<file path="src/rtl/dmem_arbiter_if.sv">
// Request/response bundle between the two data-memory masters, the arbiter and the memory.
// The arbiter uses the slave side; the requesters and the memory use the master side.
interface dmem_arbiter_if #(
    parameter int DATA_WIDTH = 32,
    parameter int ADDR_WIDTH = 32
);
    logic                  req0,    req1;
    logic                  we0,     we1;
    logic [ADDR_WIDTH-1:0] addr0,   addr1;
    logic [DATA_WIDTH-1:0] wdata0,  wdata1;
    logic                  gnt0,    gnt1;
    logic                  rvalid0, rvalid1;
    logic [DATA_WIDTH-1:0] rdata0,  rdata1;
    logic                  mem_we;
    logic [ADDR_WIDTH-1:0] mem_addr;
    logic [DATA_WIDTH-1:0] mem_wdata;
    logic [DATA_WIDTH-1:0] mem_rdata;

    modport slave (
        input  req0, req1, we0, we1, addr0, addr1, wdata0, wdata1, mem_rdata,
        output gnt0, gnt1, rvalid0, rvalid1, rdata0, rdata1, mem_we, mem_addr, mem_wdata
    );

    modport master (
        output req0, req1, we0, we1, addr0, addr1, wdata0, wdata1, mem_rdata,
        input  gnt0, gnt1, rvalid0, rvalid1, rdata0, rdata1, mem_we, mem_addr, mem_wdata
    );
endinterface

</file>
<file path="src/rtl/dmem_arbiter.sv">
// Two-port arbiter for a single-port data memory: combinational grant, one access per cycle,
// read data registered one cycle after the grant edge; a denied requester simply holds its request.
module dmem_arbiter #(
    parameter int DATA_WIDTH = 32,
    parameter int ADDR_WIDTH = 32,
    parameter int FIXED_PRIO = 0,
    parameter int MAX_WAIT   = 4
) (
    input  logic          clk,
    input  logic          rst,
    dmem_arbiter_if.slave bus
);
    localparam logic [3:0] WAIT_LIMIT = 4'(MAX_WAIT);

    logic                  gnt0, gnt1;
    logic                  last_gnt_q, last_gnt_d;
    logic [3:0]            wait_cnt_q, wait_cnt_d;
    logic                  rvalid0_q, rvalid0_d, rvalid1_q, rvalid1_d;
    logic [DATA_WIDTH-1:0] rdata0_q, rdata0_d, rdata1_q, rdata1_d;

    // last_gnt_q = 1 means port 1 was served last, so port 0 wins the next tie
    always_comb begin
        gnt0 = 1'b0;
        gnt1 = 1'b0;
        if (!rst) begin
            if (bus.req0 && bus.req1) begin
                if (FIXED_PRIO != 0) begin
                    if (wait_cnt_q == WAIT_LIMIT) gnt1 = 1'b1;
                    else                          gnt0 = 1'b1;
                end else if (last_gnt_q) begin
                    gnt0 = 1'b1;
                end else begin
                    gnt1 = 1'b1;
                end
            end else begin
                gnt0 = bus.req0;
                gnt1 = bus.req1;
            end
        end
    end

    always_comb begin
        last_gnt_d = last_gnt_q;
        if (gnt0)      last_gnt_d = 1'b0;
        else if (gnt1) last_gnt_d = 1'b1;

        wait_cnt_d = '0;
        if (FIXED_PRIO != 0 && bus.req1 && !gnt1)
            wait_cnt_d = (wait_cnt_q == WAIT_LIMIT) ? wait_cnt_q : wait_cnt_q + 4'd1;

        rvalid0_d = gnt0 & ~bus.we0;
        rvalid1_d = gnt1 & ~bus.we1;
        rdata0_d  = rvalid0_d ? bus.mem_rdata : rdata0_q;
        rdata1_d  = rvalid1_d ? bus.mem_rdata : rdata1_q;
    end

    always_ff @(posedge clk or posedge rst) begin
        if (rst) begin
            last_gnt_q <= 1'b1;
            wait_cnt_q <= '0;
            rvalid0_q  <= 1'b0;
            rvalid1_q  <= 1'b0;
            rdata0_q   <= '0;
            rdata1_q   <= '0;
        end else begin
            last_gnt_q <= last_gnt_d;
            wait_cnt_q <= wait_cnt_d;
            rvalid0_q  <= rvalid0_d;
            rvalid1_q  <= rvalid1_d;
            rdata0_q   <= rdata0_d;
            rdata1_q   <= rdata1_d;
        end
    end

    // Idle cycles leave the address/data mux on port 0; the write enable is what matters
    assign bus.gnt0      = gnt0;
    assign bus.gnt1      = gnt1;
    assign bus.mem_we    = (gnt0 & bus.we0) | (gnt1 & bus.we1);
    assign bus.mem_addr  = gnt1 ? bus.addr1  : bus.addr0;
    assign bus.mem_wdata = gnt1 ? bus.wdata1 : bus.wdata0;
    assign bus.rvalid0   = rvalid0_q;
    assign bus.rvalid1   = rvalid1_q;
    assign bus.rdata0    = rdata0_q;
    assign bus.rdata1    = rdata1_q;
endmodule

</file>
<file path="src/flat_wrapper.sv">
// flat-port wrapper written by rule: the top's interface ports become plain ports
module dmem_arbiter_flat 
#(
    parameter int DATA_WIDTH = 32,
    parameter int ADDR_WIDTH = 32,
    parameter int FIXED_PRIO = 0,
    parameter int MAX_WAIT   = 4
)
  (clk, rst, bus_req0, bus_req1, bus_we0, bus_we1, bus_addr0, bus_addr1, bus_wdata0, bus_wdata1, bus_mem_rdata, bus_gnt0, bus_gnt1, bus_rvalid0, bus_rvalid1, bus_rdata0, bus_rdata1, bus_mem_we, bus_mem_addr, bus_mem_wdata);
  dmem_arbiter_if #(.DATA_WIDTH(DATA_WIDTH), .ADDR_WIDTH(ADDR_WIDTH)) bus_i ();
  input  logic clk;
  input  logic rst;
  input wire logic [$bits(bus_i.req0)-1:0] bus_req0;
  input wire logic [$bits(bus_i.req1)-1:0] bus_req1;
  input wire logic [$bits(bus_i.we0)-1:0] bus_we0;
  input wire logic [$bits(bus_i.we1)-1:0] bus_we1;
  input wire logic [$bits(bus_i.addr0)-1:0] bus_addr0;
  input wire logic [$bits(bus_i.addr1)-1:0] bus_addr1;
  input wire logic [$bits(bus_i.wdata0)-1:0] bus_wdata0;
  input wire logic [$bits(bus_i.wdata1)-1:0] bus_wdata1;
  input wire logic [$bits(bus_i.mem_rdata)-1:0] bus_mem_rdata;
  output wire logic [$bits(bus_i.gnt0)-1:0] bus_gnt0;
  output wire logic [$bits(bus_i.gnt1)-1:0] bus_gnt1;
  output wire logic [$bits(bus_i.rvalid0)-1:0] bus_rvalid0;
  output wire logic [$bits(bus_i.rvalid1)-1:0] bus_rvalid1;
  output wire logic [$bits(bus_i.rdata0)-1:0] bus_rdata0;
  output wire logic [$bits(bus_i.rdata1)-1:0] bus_rdata1;
  output wire logic [$bits(bus_i.mem_we)-1:0] bus_mem_we;
  output wire logic [$bits(bus_i.mem_addr)-1:0] bus_mem_addr;
  output wire logic [$bits(bus_i.mem_wdata)-1:0] bus_mem_wdata;
  assign bus_i.req0 = bus_req0;
  assign bus_i.req1 = bus_req1;
  assign bus_i.we0 = bus_we0;
  assign bus_i.we1 = bus_we1;
  assign bus_i.addr0 = bus_addr0;
  assign bus_i.addr1 = bus_addr1;
  assign bus_i.wdata0 = bus_wdata0;
  assign bus_i.wdata1 = bus_wdata1;
  assign bus_i.mem_rdata = bus_mem_rdata;
  assign bus_gnt0 = bus_i.gnt0;
  assign bus_gnt1 = bus_i.gnt1;
  assign bus_rvalid0 = bus_i.rvalid0;
  assign bus_rvalid1 = bus_i.rvalid1;
  assign bus_rdata0 = bus_i.rdata0;
  assign bus_rdata1 = bus_i.rdata1;
  assign bus_mem_we = bus_i.mem_we;
  assign bus_mem_addr = bus_i.mem_addr;
  assign bus_mem_wdata = bus_i.mem_wdata;
  dmem_arbiter #(.DATA_WIDTH(DATA_WIDTH), .ADDR_WIDTH(ADDR_WIDTH), .FIXED_PRIO(FIXED_PRIO), .MAX_WAIT(MAX_WAIT)) u_core (.clk(clk), .rst(rst), .bus(bus_i));
endmodule
</file>
<file path="config.mk">
export PLATFORM = sky130hd
export DESIGN_NAME = dmem_arbiter_flat
export DESIGN_NICKNAME = d
export VERILOG_FILES = /design/src/rtl/dmem_arbiter_if.sv /design/src/rtl/dmem_arbiter.sv /design/src/flat_wrapper.sv
export SDC_FILE = /design/constraint.sdc
export NUM_CORES = 1
export LEC_CHECK = 0
export CAP_MARGIN = 0
export CORE_AREA = 2 2 117 119
export DETAILED_ROUTE_END_ITERATION = 6
export DIE_AREA = 0 0 119 121
export PLACE_DENSITY = 0.72
export SYNTH_ARGS = -nofsm -noshare
export SYNTH_HDL_FRONTEND = slang
export SYNTH_SLANG_ARGS = --single-unit
</file>
<file path="constraint.sdc">
create_clock -name clk -period 1.79 [get_ports clk]
set_input_delay 0.179 -clock clk [delete_from_list [all_inputs] [get_ports clk]]
set_output_delay 0.179 -clock clk [all_outputs]
set_load 0.01 [all_outputs]
</file>
==> impl_results.md <==
- Transition time at the pin with the least slew margin: about 0.34 ns
- Kind of start point of the critical path: register
- Result of the run: finished, violations left
- Wire length of the first global-routing pass: 20200 microns
- Weighted congestion reported at the end of routability-driven placement: around 0.98
- Critical Path End Type: output port
- Starting density of the core: a little over a quarter
- Adder-cell share of the synthesized area: 0%
- Area contributors post-synth: sky130_fd_sc_hd__dfrtp_1 47%, sky130_fd_sc_hd__mux2_2 24%, sky130_fd_sc_hd__mux2_4 17%
- Average wire per standard cell: 19.2 microns
- Critical R2R Launch: u_core.last_gnt_q$_DFFE_PP1P_
- Complex-gate fraction of the synthesized area: ~1.9%
- Most common cell after layout, fill and taps aside: sky130_fd_sc_hd__clkdlybuf4s50_1
- Detailed-route vias per instance: approximately 4.3
- Capturing point of the worst reg2reg path: u_core.bus.rdata0[4]$_DFFE_PP0P_
- Register-to-register setup slack: 0.03 ns
- Final min period: slightly above 2 ns
- Final worst path period share: 114%
- Count of buffers from port buffering: between 200 and 300
- CTS root buf: sky130_fd_sc_hd__clkbuf_16
- Number of cells on the worst reg-to-reg path: 6
- Antenna violations before repair: 2
- Type of the tightest min-delay check: in -> async
- Total routed wirelength: around 14000 microns
- Peak VDD IR: approximately 910 uV
- Unrepaired setup endpoints after global routing: true
- Pin count of the biggest net entering global routing: 63
- Skew-Pair Late Insertion Delay: 0.32 ns
- Detailed placer's ending HPWL: between 10000 and 15000 microns
- Flip-flop and latch count after synthesis: 67
- Num Clock Sinks: 67
- Layout cell share with drive strength beyond 1: roughly 44%
- Final global-route overflow total: 0
- Post-synthesis to final-layout area growth: 116%
- Mean Syn Cell Area: roughly 16 sq um
- Die Height: between 100 and 150 microns
- Xor and xnor fraction of the mapped netlist area: 0%
- Setup skew after layout: ~0.0035 ns
- Crit path max fanout: 6
- Net count of the mapped netlist: 386
- Number of rows in the core area: 42
- Leakage power: between 3 and 4 nW
- Antenna Nets Post-Route: 0
- Pwr Total: roughly 6.5 mW
- Smallest hold slack: about 0.22 ns
- Share of synthesized area spent on multiplexers: 45.6%
- Final cell utilization of the core: just under 60%
- Core footprint: around 0.013 sq mm
- TritonRoute pass-1 iters: 4
- Min setup slack post-route: -0.255 ns
- Die W: roughly 120 microns
- Worst slew margin relative to its limit: 77.5%
- Mapped cell area: approximately 0.0035 sq mm
- Combinational family with the most area after synthesis: multiplexers
- Critical path data arrival time: 1.87 ns
- Share of the synthesized area in the top cell type: 47.3%
- Post-CTS clock slew at the launch and capture registers of the worst setup and hold paths: approximately 0.050 ns
- Final setup fails: 65
- CTS H-tree depth: 3
- Simple logic cell fraction of the synthesized area: 0.466%
- Via Count: 3209
- DRC marker count from the first detailed-route iteration: 70
- Worst EP required: 1.61 ns
- Power Density: about 860 mW/mm^2
- Max capacitance violation total: 0
- Setup CP Type: reg -> out
- Cell count after synthesis: 220
- Maximum number of buffers from clock root to sink: 2
- Highest clock frequency the design can meet: between 0.4 and 0.5 GHz
- Largest area contributor in the synthesized netlist: sky130_fd_sc_hd__dfrtp_1
- Sequential element share of the synthesized area: approximately half
- Num CTS Buffers: 9
- Post-layout net count: a little over 700
- Violated checks: negative setup slack
- Post-synth cell types: 17
- Vias in the first global route: approximately 3.6k
- Warning count from the yosys run: 0
- Overall routing resource usage: about 18%
- Ports placed on the boundary: 299
- Commonest cells after routing, fill and taps aside: 231 x sky130_fd_sc_hd__clkdlybuf4s50_1, 66 x sky130_fd_sc_hd__dfrtp_1, 64 x sky130_fd_sc_hd__mux2_4, 59 x sky130_fd_sc_hd__mux2_2, 59 x sky130_fd_sc_hd__buf_6
- Max Transition Viols Final: 0
- Clock tree from TritonCTS: built
- Die area: approximately 0.014 sq mm
- Cts-stage hold buffer count: 0
- Final hold violation count: 0
- Residual DRC: 0
[repair_timing]
action / 4_1_cts / 5_1_grt
setup endpoints to repair: 76 / 88
resized for setup: 286 / 70
pin swaps: 2 / 2
buffers inserted: 14 / 5
endpoints found under the hold margin: 0 / 0
gates cloned: 3 / 4
[stage by stage]
stage / std cells / setup TNS [ns] / worst slack (ns) / instance area [sq um]
after global routing: 740 / -13.84 / -0.301 / 7550
after floorplan: 220 / 0 / 0.163 / 3500
after global placement: 698 / -37.26 / -0.440 / 6790
after detailed placement: 698 / -37.98 / -0.457 / 6790
after CTS: 731 / -11.32 / -0.281 / 7270
final: 740 / -9.89 / -0.255 / 7550
[kinds of logic (layout without fill, tap and decap cells)]
| family | after synthesis | after routing |
|---|---|---|
| other | 0 | 2 |
| multiplexers | 128 | 128 |
| AND/OR/NAND/NOR | 3 | 3 |
| AO/OA/AOI/OAI | 6 | 6 |
| buffers and inverters | 16 | 358 |
| flip-flops | 67 | 67 |
[cell type report]
cell class | instances | area [sq um]
clock inverters | 4 | 48.8
clock buffers | 12 | 256
repair buffers | 339 | 3550
fillers | 1043 | 5530
multi-input cells | 137 | 1780
flip-flops and latches | 67 | 1680
diodes | 2 | 5.00
inverters | 3 | 17.5
well taps | 176 | 220
[where the power goes]
group / total, mW / switching [mW] / internal, mW
logic: 2.62 / 0.894 / 1.73
clock network: 1.77 / 0.622 / 1.15
registers: 2.08 / 0.189 / 1.89
total: 6.48 / 1.70 / 4.77
[sequential cells by signal (all words and copies together) (netlist names)]
register and count:
u_core.bus.rdata0 32, u_core.bus.rdata1 32, u_core.bus.rvalid0 1, u_core.bus.rvalid1 1, u_core.last_gnt_q 1
[synth_stat cells (all sizes together)]
master    n
inv       3
a21o      1
a22o      1
o21ai     1
nand2b    2
mux2    128
a21oi     1
dfstp     1
nand2     1
a211oi    2
dfrtp    66
buf      13
[worst max-delay path, cell delays in order, from the launching register on]
cell                      delay, ns
sky130_fd_sc_hd__dfstp_2       0.55
sky130_fd_sc_hd__a21o_4        0.18
sky130_fd_sc_hd__buf_12        0.14
sky130_fd_sc_hd__buf_12        0.13
sky130_fd_sc_hd__buf_4         0.12
sky130_fd_sc_hd__mux2_4        0.30
sky130_fd_sc_hd__buf_6         0.12
[routing by layer]
layer  vias to the layer above  part of all wire (%)  global-route usage, %  wire, microns
li1                       1471                     -                      -              -
met1                      1569                    35                   19.3           5020
met2                       158                    55                   34.9           7800
met3                        11                   8.2                   6.30           1160
met4                         0                   1.6                   5.21            221
met5                         -                     0                      0              0
[worst max path at each step]
stage | startpoint | end | slack [ns] | cells after the start
global placement | rst | bus_mem_wdata[22] | -0.44 | 6
finish | u_core.last_gnt_q$_DFFE_PP1P_ | bus_mem_addr[27] | -0.25 | 6
CTS | u_core.last_gnt_q$_DFFE_PP1P_ | bus_mem_addr[5] | -0.28 | 5
global route | u_core.last_gnt_q$_DFFE_PP1P_ | bus_mem_addr[25] | -0.30 | 6
floorplan | u_core.last_gnt_q$_DFFE_PP1P_ | u_core.bus.rdata0[21]$_DFFE_PP0P_ | 0.16 | 4
detailed placement | rst | bus_mem_addr[24] | -0.46 | 6
(Power assumes the default switching activity.)
==> RTL edit 1, RTL diff (same settings) <==
`FIXED_PRIO` is set to 0 in 2 places; all go to 1.
--- a/src/rtl/dmem_arbiter.sv
+++ b/src/rtl/dmem_arbiter.sv
@@ -3,7 +3,7 @@
 module dmem_arbiter #(
     parameter int DATA_WIDTH = 32,
     parameter int ADDR_WIDTH = 32,
-    parameter int FIXED_PRIO = 0,
+    parameter int FIXED_PRIO = 1,
     parameter int MAX_WAIT   = 4
 ) (
     input  logic          clk,
--- a/src/flat_wrapper.sv
+++ b/src/flat_wrapper.sv
@@ -3,7 +3,7 @@
 #(
     parameter int DATA_WIDTH = 32,
     parameter int ADDR_WIDTH = 32,
-    parameter int FIXED_PRIO = 0,
+    parameter int FIXED_PRIO = 1,
     parameter int MAX_WAIT   = 4
 )
   (clk, rst, bus_req0, bus_req1, bus_we0, bus_we1, bus_addr0, bus_addr1, bus_wdata0, bus_wdata1, bus_mem_rdata, bus_gnt0, bus_gnt1, bus_rvalid0, bus_rvalid1, bus_rdata0, bus_rdata1, bus_mem_we, bus_mem_addr, bus_mem_wdata);
Function: changed (a bounded check fails within 4 cycles, from zero or initial values and one cycle with rst high).
==> RTL edit 1 against the unedited design <==
The flow still finishes with violations (setup timing); non-clock buffer count rose by 16; sequential cell count rose by 3; register-to-register slack got worse by 310 ps; routed wire length rose by 25%; clock skew rose by 4.8 ps; worst setup slack got worse by 310 ps; synthesized area rose by 4.6%; cell area rose by 9.8%; global-route usage rose by 2.9 points; cell count rose by 5.0%; synthesized cell count rose by 10%; via count rose by 10%; first-iteration DRC count rose by 77%; power rose by 3.6%.
==> RTL edit 1: results (changes against the unedited design) <==
Setup TNS Final=-45370 ps (-35480 ps); Via-to-Cell Ratio=4.55 (+5.0%); cts bufs inserted=9 (unchanged); Netlist cell types=25 (+8); Seq/Total Area, Yosys=47.9% (-0.10 points); slowest CP cell=dfrtp_1; YS warnings=0 (unchanged); Die Footprint=0.0144 mm² (unchanged); CP max FO=11 (+5); routability-driven placement congestion ratio=0.799 (-18%); final number of setup-violating endpoints=131 (+100%); Syn Nets=411 (+6.5%); clock-pin transition on the worst setup and hold timing paths=roughly 60 ps; cells after synthesis=243 (+10%); Area contributors post-synth=dfrtp_1, mux2_2, mux2_4; crit path setup slack, layout=-568 ps (-313 ps); dpl cells=719 (+3.0%); Synth top cells by count=mux2_2, dfrtp_1, mux2_4; worst hold path class=primary input to asynchronous set/reset pin; pin count of the biggest net entering global routing=47 (-25%); status=complete, but fails checks; vias in the first global route=3647 (+1.9%); FILL cells=951 (-8.8%); max_slew headroom=78.5% (+1.0 points); Peak VDD IR=0.714 mV (-22%); CP arrival=2180 ps (+310 ps); nets=762 (+5.4%); slowest cell delay on critical path=380 ps (-170 ps); Root Buffer=clkbuf_16; routed len/inst=22.9 µm (+19%); Clock Skews=8.23 ps (+4.77 ps); WL final=17800 µm (+25%); delay-heaviest family, CP=buffers and inverters; Synth async-reset ratio=100% (unchanged); GRT Total Usage=21.4% (+2.9 points); clock latency on the worst-skew pair=~330 ps; initial antenna violation count=2 (unchanged); clk buf depth=2 (unchanged); DP HPWL=11700 µm (+9.2%); htree depth=3 (unchanged); global route overflow=0 (unchanged); failing checks=setup timing; first drt pass iteration count=5 (+1); global-route wire length before repair=22800 µm (+13%); ys flop type=dfrtp_1; share of layout cells above drive strength 1=46.2% (+1.8 points); # port buffers=298 (unchanged); Leakage=3.76 nW (+11%); Initial DRC Count=124 (+77%)
RTL edit 1: cell count changes after synthesis, moves of 3 or more:
cell     unedited run  this run
dfrtp_1            66        70
buf_4               3         7
buf_12              0         3
nand3_1             0         3
mux2_1             14         1
mux2_2             74        98
nor2_1              0         3
buf_6               9         2
mux2_4             40        29
RTL edit 1: final cells by class:
type	instances	area, µm²	area share, %
Timing Repair Buffer	355	3810	45.9
Inverter	4	18.8	0.226
Sequential cell	70	1750	21.1
Multi-Input combinational cell	154	2140	25.8
Antenna cell	2	5.00	0.0603
Clock buffer	10	239	2.88
Tap cell	176	220	2.65
Clock inverter	6	115	1.39
RTL edit 1: power breakdown:
part,total [mW],internal (mW),switching [mW]
sequential,2.08,1.90,0.182
combinational,2.53,1.70,0.828
clock,2.10,1.41,0.696
total,6.71,5.01,1.71
RTL edit 1: final timing paths:
kind                                       start                    end  slack (ps)  cells past startpoint
max                         u_core.wait_cnt_q[0]       bus_mem_addr[27]        -570                      9
min                                          rst   u_core.wait_cnt_q[3]         300                      3
max reg2reg                 u_core.wait_cnt_q[0]  u_core.bus.rdata1[15]        -280                      9
min reg2reg                u_core.bus.rdata0[30]  u_core.bus.rdata0[30]         500                      1
max in group asynchronous                    rst  u_core.bus.rdata0[14]         950                      4
min in group clk               bus_mem_rdata[31]  u_core.bus.rdata1[31]         490                      2
RTL edit 1: repair_timing:
item	CTS	global route
endpoints found under the setup margin	99	132
gates resized for setup	296	166
pin swaps	2	5
buffers inserted	10	23
gates cloned	7	6
RTL edit 1: worst register-to-register path, stage by stage (launching register included):
cell	delay, ps
dfrtp_1	380
inv_1	60
ha_2	170
nand3b_1	160
buf_4	190
buf_6	110
a211oi_4	270
buf_6	170
buf_12	150
mux2_4	300
RTL edit 1: cell families (layout without fill, tap and decap cells):
logic type / after synthesis / in the layout / share of synthesized area (%)
xor+xnor: 1 / 1 / 0.240
simple gates: 13 / 13 / 2.12
mux: 129 / 129 / 42.7
flops: 70 / 70 / 47.9
fa+ha+maj: 2 / 2 / 0.685
buf+inv: 19 / 375 / 4.52
other cells: 0 / 2 / 0
compound gates: 9 / 9 / 1.78
RTL edit 1: metrics by stage:
stage,area (µm²),setup WS [ps],total power [mW]
CTS,7790,-670,6.55
finish,8290,-568,6.71
global route,8290,-669,6.96
floorplan,3700,-40.3,2.87
detailed placement,6910,-544,4.25
global placement,6910,-559,4.22
RTL edit 1: per-layer routing:
metal  vias up  global-route usage (%)  part of all wire (%)  wire, µm
met1      1748                    24.2                    37      6620
li1       1582                       -                     -         -
met3        33                    5.36                   6.4      1150
met4         0                    6.85                   3.3       579
met2       175                    39.3                    53      9460
met5         -                       0                     0         0
==> RTL edit 2, RTL diff (config.mk and constraints unchanged) <==
Without the edit above. `rdata1_q` no longer has a reset.
--- a/src/rtl/dmem_arbiter.sv
+++ b/src/rtl/dmem_arbiter.sv
@@ -61,15 +61,17 @@
             rvalid0_q  <= 1'b0;
             rvalid1_q  <= 1'b0;
             rdata0_q   <= '0;
-            rdata1_q   <= '0;
         end else begin
             last_gnt_q <= last_gnt_d;
             wait_cnt_q <= wait_cnt_d;
             rvalid0_q  <= rvalid0_d;
             rvalid1_q  <= rvalid1_d;
             rdata0_q   <= rdata0_d;
-            rdata1_q   <= rdata1_d;
         end
+    end
+
+    always_ff @(posedge clk) begin
+        rdata1_q <= rdata1_d;
     end
 
     // Idle cycles leave the address/data mux on port 0; the write enable is what matters
Formal check against the unedited RTL: differs if rst is asserted again (counterexample within 4 cycles, from zero or initial values and one cycle with rst high); with rst held inactive, the same outputs for 10 cycles.
==> RTL edit 2 against the unedited design <==
The run still ends with setup timing left; cell area rose by 0.43%; worst setup slack better by 33 ps; core utilization rose by 0.25 points; hold slack better by 73 ps; sequential cell count unchanged; cell count shrank 4.3%; sequential share of layout area increased by 2.0 points; power down 9.2%; count of clock-buffer cells in the layout is 2 lower; routed wire length down 8.8%; synthesized area fell by 7.0%; critical path type unchanged; critical endpoint is now bus_mem_addr[23].
==> RTL edit 2: results (changes against the unedited design) <==
status=complete, but fails checks; failing checks=setup timing; number of synthesized flops with an enable pin=32 (+32); cells after synthesis=185 (-16%); global-route wire length before repair=19200 µm (-5.3%); final number of setup-violating endpoints=97 (+49%); Clock power frac=29.5% (+2.1 points); routability-driven placement congestion ratio=0.813 (-17%); slowest CP cell=dfstp_2; GRT Total Usage=17.5% (-0.90 points); Leakage=3.32 nW (-1.4%); dpl cells=669 (-4.2%); pin count of the biggest net entering global routing=36 (-43%); met3 routed WL=813 µm (-30%); Area contributors post-synth=edfxtp_1, dfrtp_1, mux2_2; crit path setup slack, layout=-221 ps (+33.5 ps); routed len/inst=18.3 µm (-4.7%); FILL cells=1042 (-0.096%); ant diodes=0 (-2); Initial DRC Count=150 (+110%); clk buf depth=2 (unchanged); Netlist cell types=17 (unchanged); Synth async-reset ratio=52.2% (-48 points); worst hold path class=primary input to flip-flop; htree depth=3 (unchanged); CP max FO=7 (+1); Seq pwr share=33.3% (+1.2 points); share of layout cells above drive strength 1=43.2% (-1.3 points); clock-pin transition on the worst setup and hold timing paths=50 ps (about the same); DP HPWL=9410 µm (-12%); Syn Nets=351 (-9.1%); YS warnings=0 (unchanged); metal2 WL=7010 µm (-10%); routed metal-1 wire length=4910 µm (-2.2%); highest metal used=met4; initial antenna violation count=0 (-2); CP arrival=1830 ps (-40 ps); Peak VDD IR=0.473 mV (-48%); max_slew headroom=81.7% (+4.3 points); first drt pass iteration count=5 (+1); ys flop type=dfrtp_1; cell-internal power=4.42 mW (-7.4%); cts bufs inserted=9 (unchanged); Root Buffer=clkbuf_16; Layout Cells excl Fill=708 (-4.3%); pre-CTS setup slack=-429 ps (+28.1 ps); Synth top cells by count=mux2_2, mux2_4, dfrtp_1; clock latency on the worst-skew pair=about 330 ps; vias in the first global route=3358 (-6.2%); delay-heaviest family, CP=flip-flops; # port buffers=298 (unchanged); Clock Skews=5.30 ps (+1.84 ps); nets=693 (-4.1%); combinational group power=2.19 mW (-16%); slowest cell delay on critical path=550 ps (about the same); Seq/Total Area, Yosys=56.6% (+8.6 points); Vias=3003 (-6.4%)
[RTL edit 2: changes by cell type after synthesis, moves of 2 or more]
cell,change
edfxtp_1,+32
mux2_2,-16
mux2_1,-14
dfrtp_1,-32
buf_4,-3
mux2_4,-2
[RTL edit 2: final timing paths]
kind | cells after the start | from | slack, ps | end
max | 6 | u_core.last_gnt_q | -220 | bus_mem_addr[23]
max reg2reg | 9 | u_core.last_gnt_q | -140 | u_core.bus.rdata0[27]
max in group asynchronous | 4 | rst | 1190 | u_core.last_gnt_q
min reg2reg | 1 | u_core.bus.rdata0[17] | 500 | u_core.bus.rdata0[17]
min in group asynchronous | 4 | rst | 360 | u_core.bus.rdata0[17]
min | 3 | bus_req1 | 300 | u_core.last_gnt_q
[RTL edit 2: metrics by stage]
| step | setup TNS [ps] | area [µm²] |
|---|---|---|
| after global routing | -17060 | 7590 |
| after detailed placement | -35600 | 6600 |
| after floorplan | 0 | 3250 |
| after CTS | -15780 | 7590 |
| final | -11500 | 7590 |
| after global placement | -32610 | 6600 |
[RTL edit 2: per-layer routing]
layer	track usage (%)	vias up
li1	-	1379
met1	20.2	1451
met2	31.8	154
met3	4.84	19
met4	4.91	0
met5	0	-
[RTL edit 2: cells by family after synthesis]
family | synth area share, %
simple gates | 0.848
mux | 37.7
flops | 56.6
buf+inv | 3.43
compound gates | 1.43
[RTL edit 2: what timing repair did]
item,4_1_cts,5_1_grt
endpoints found under the setup margin,99,98
setup buffers,16,3
pin swaps,3,3
gates cloned,9,0
gates resized for setup,403,23
[RTL edit 2: area by class of cell]
type	count	area [µm²]	area share, %
Clock buffer	10	229	3.02
Clock inverter	6	66.3	0.874
Inverter	3	11.3	0.148
Multi-Input combinational cell	106	1540	20.3
Sequential cell	67	1840	24.2
Tap cell	176	220	2.90
Timing Repair Buffer	340	3680	48.5
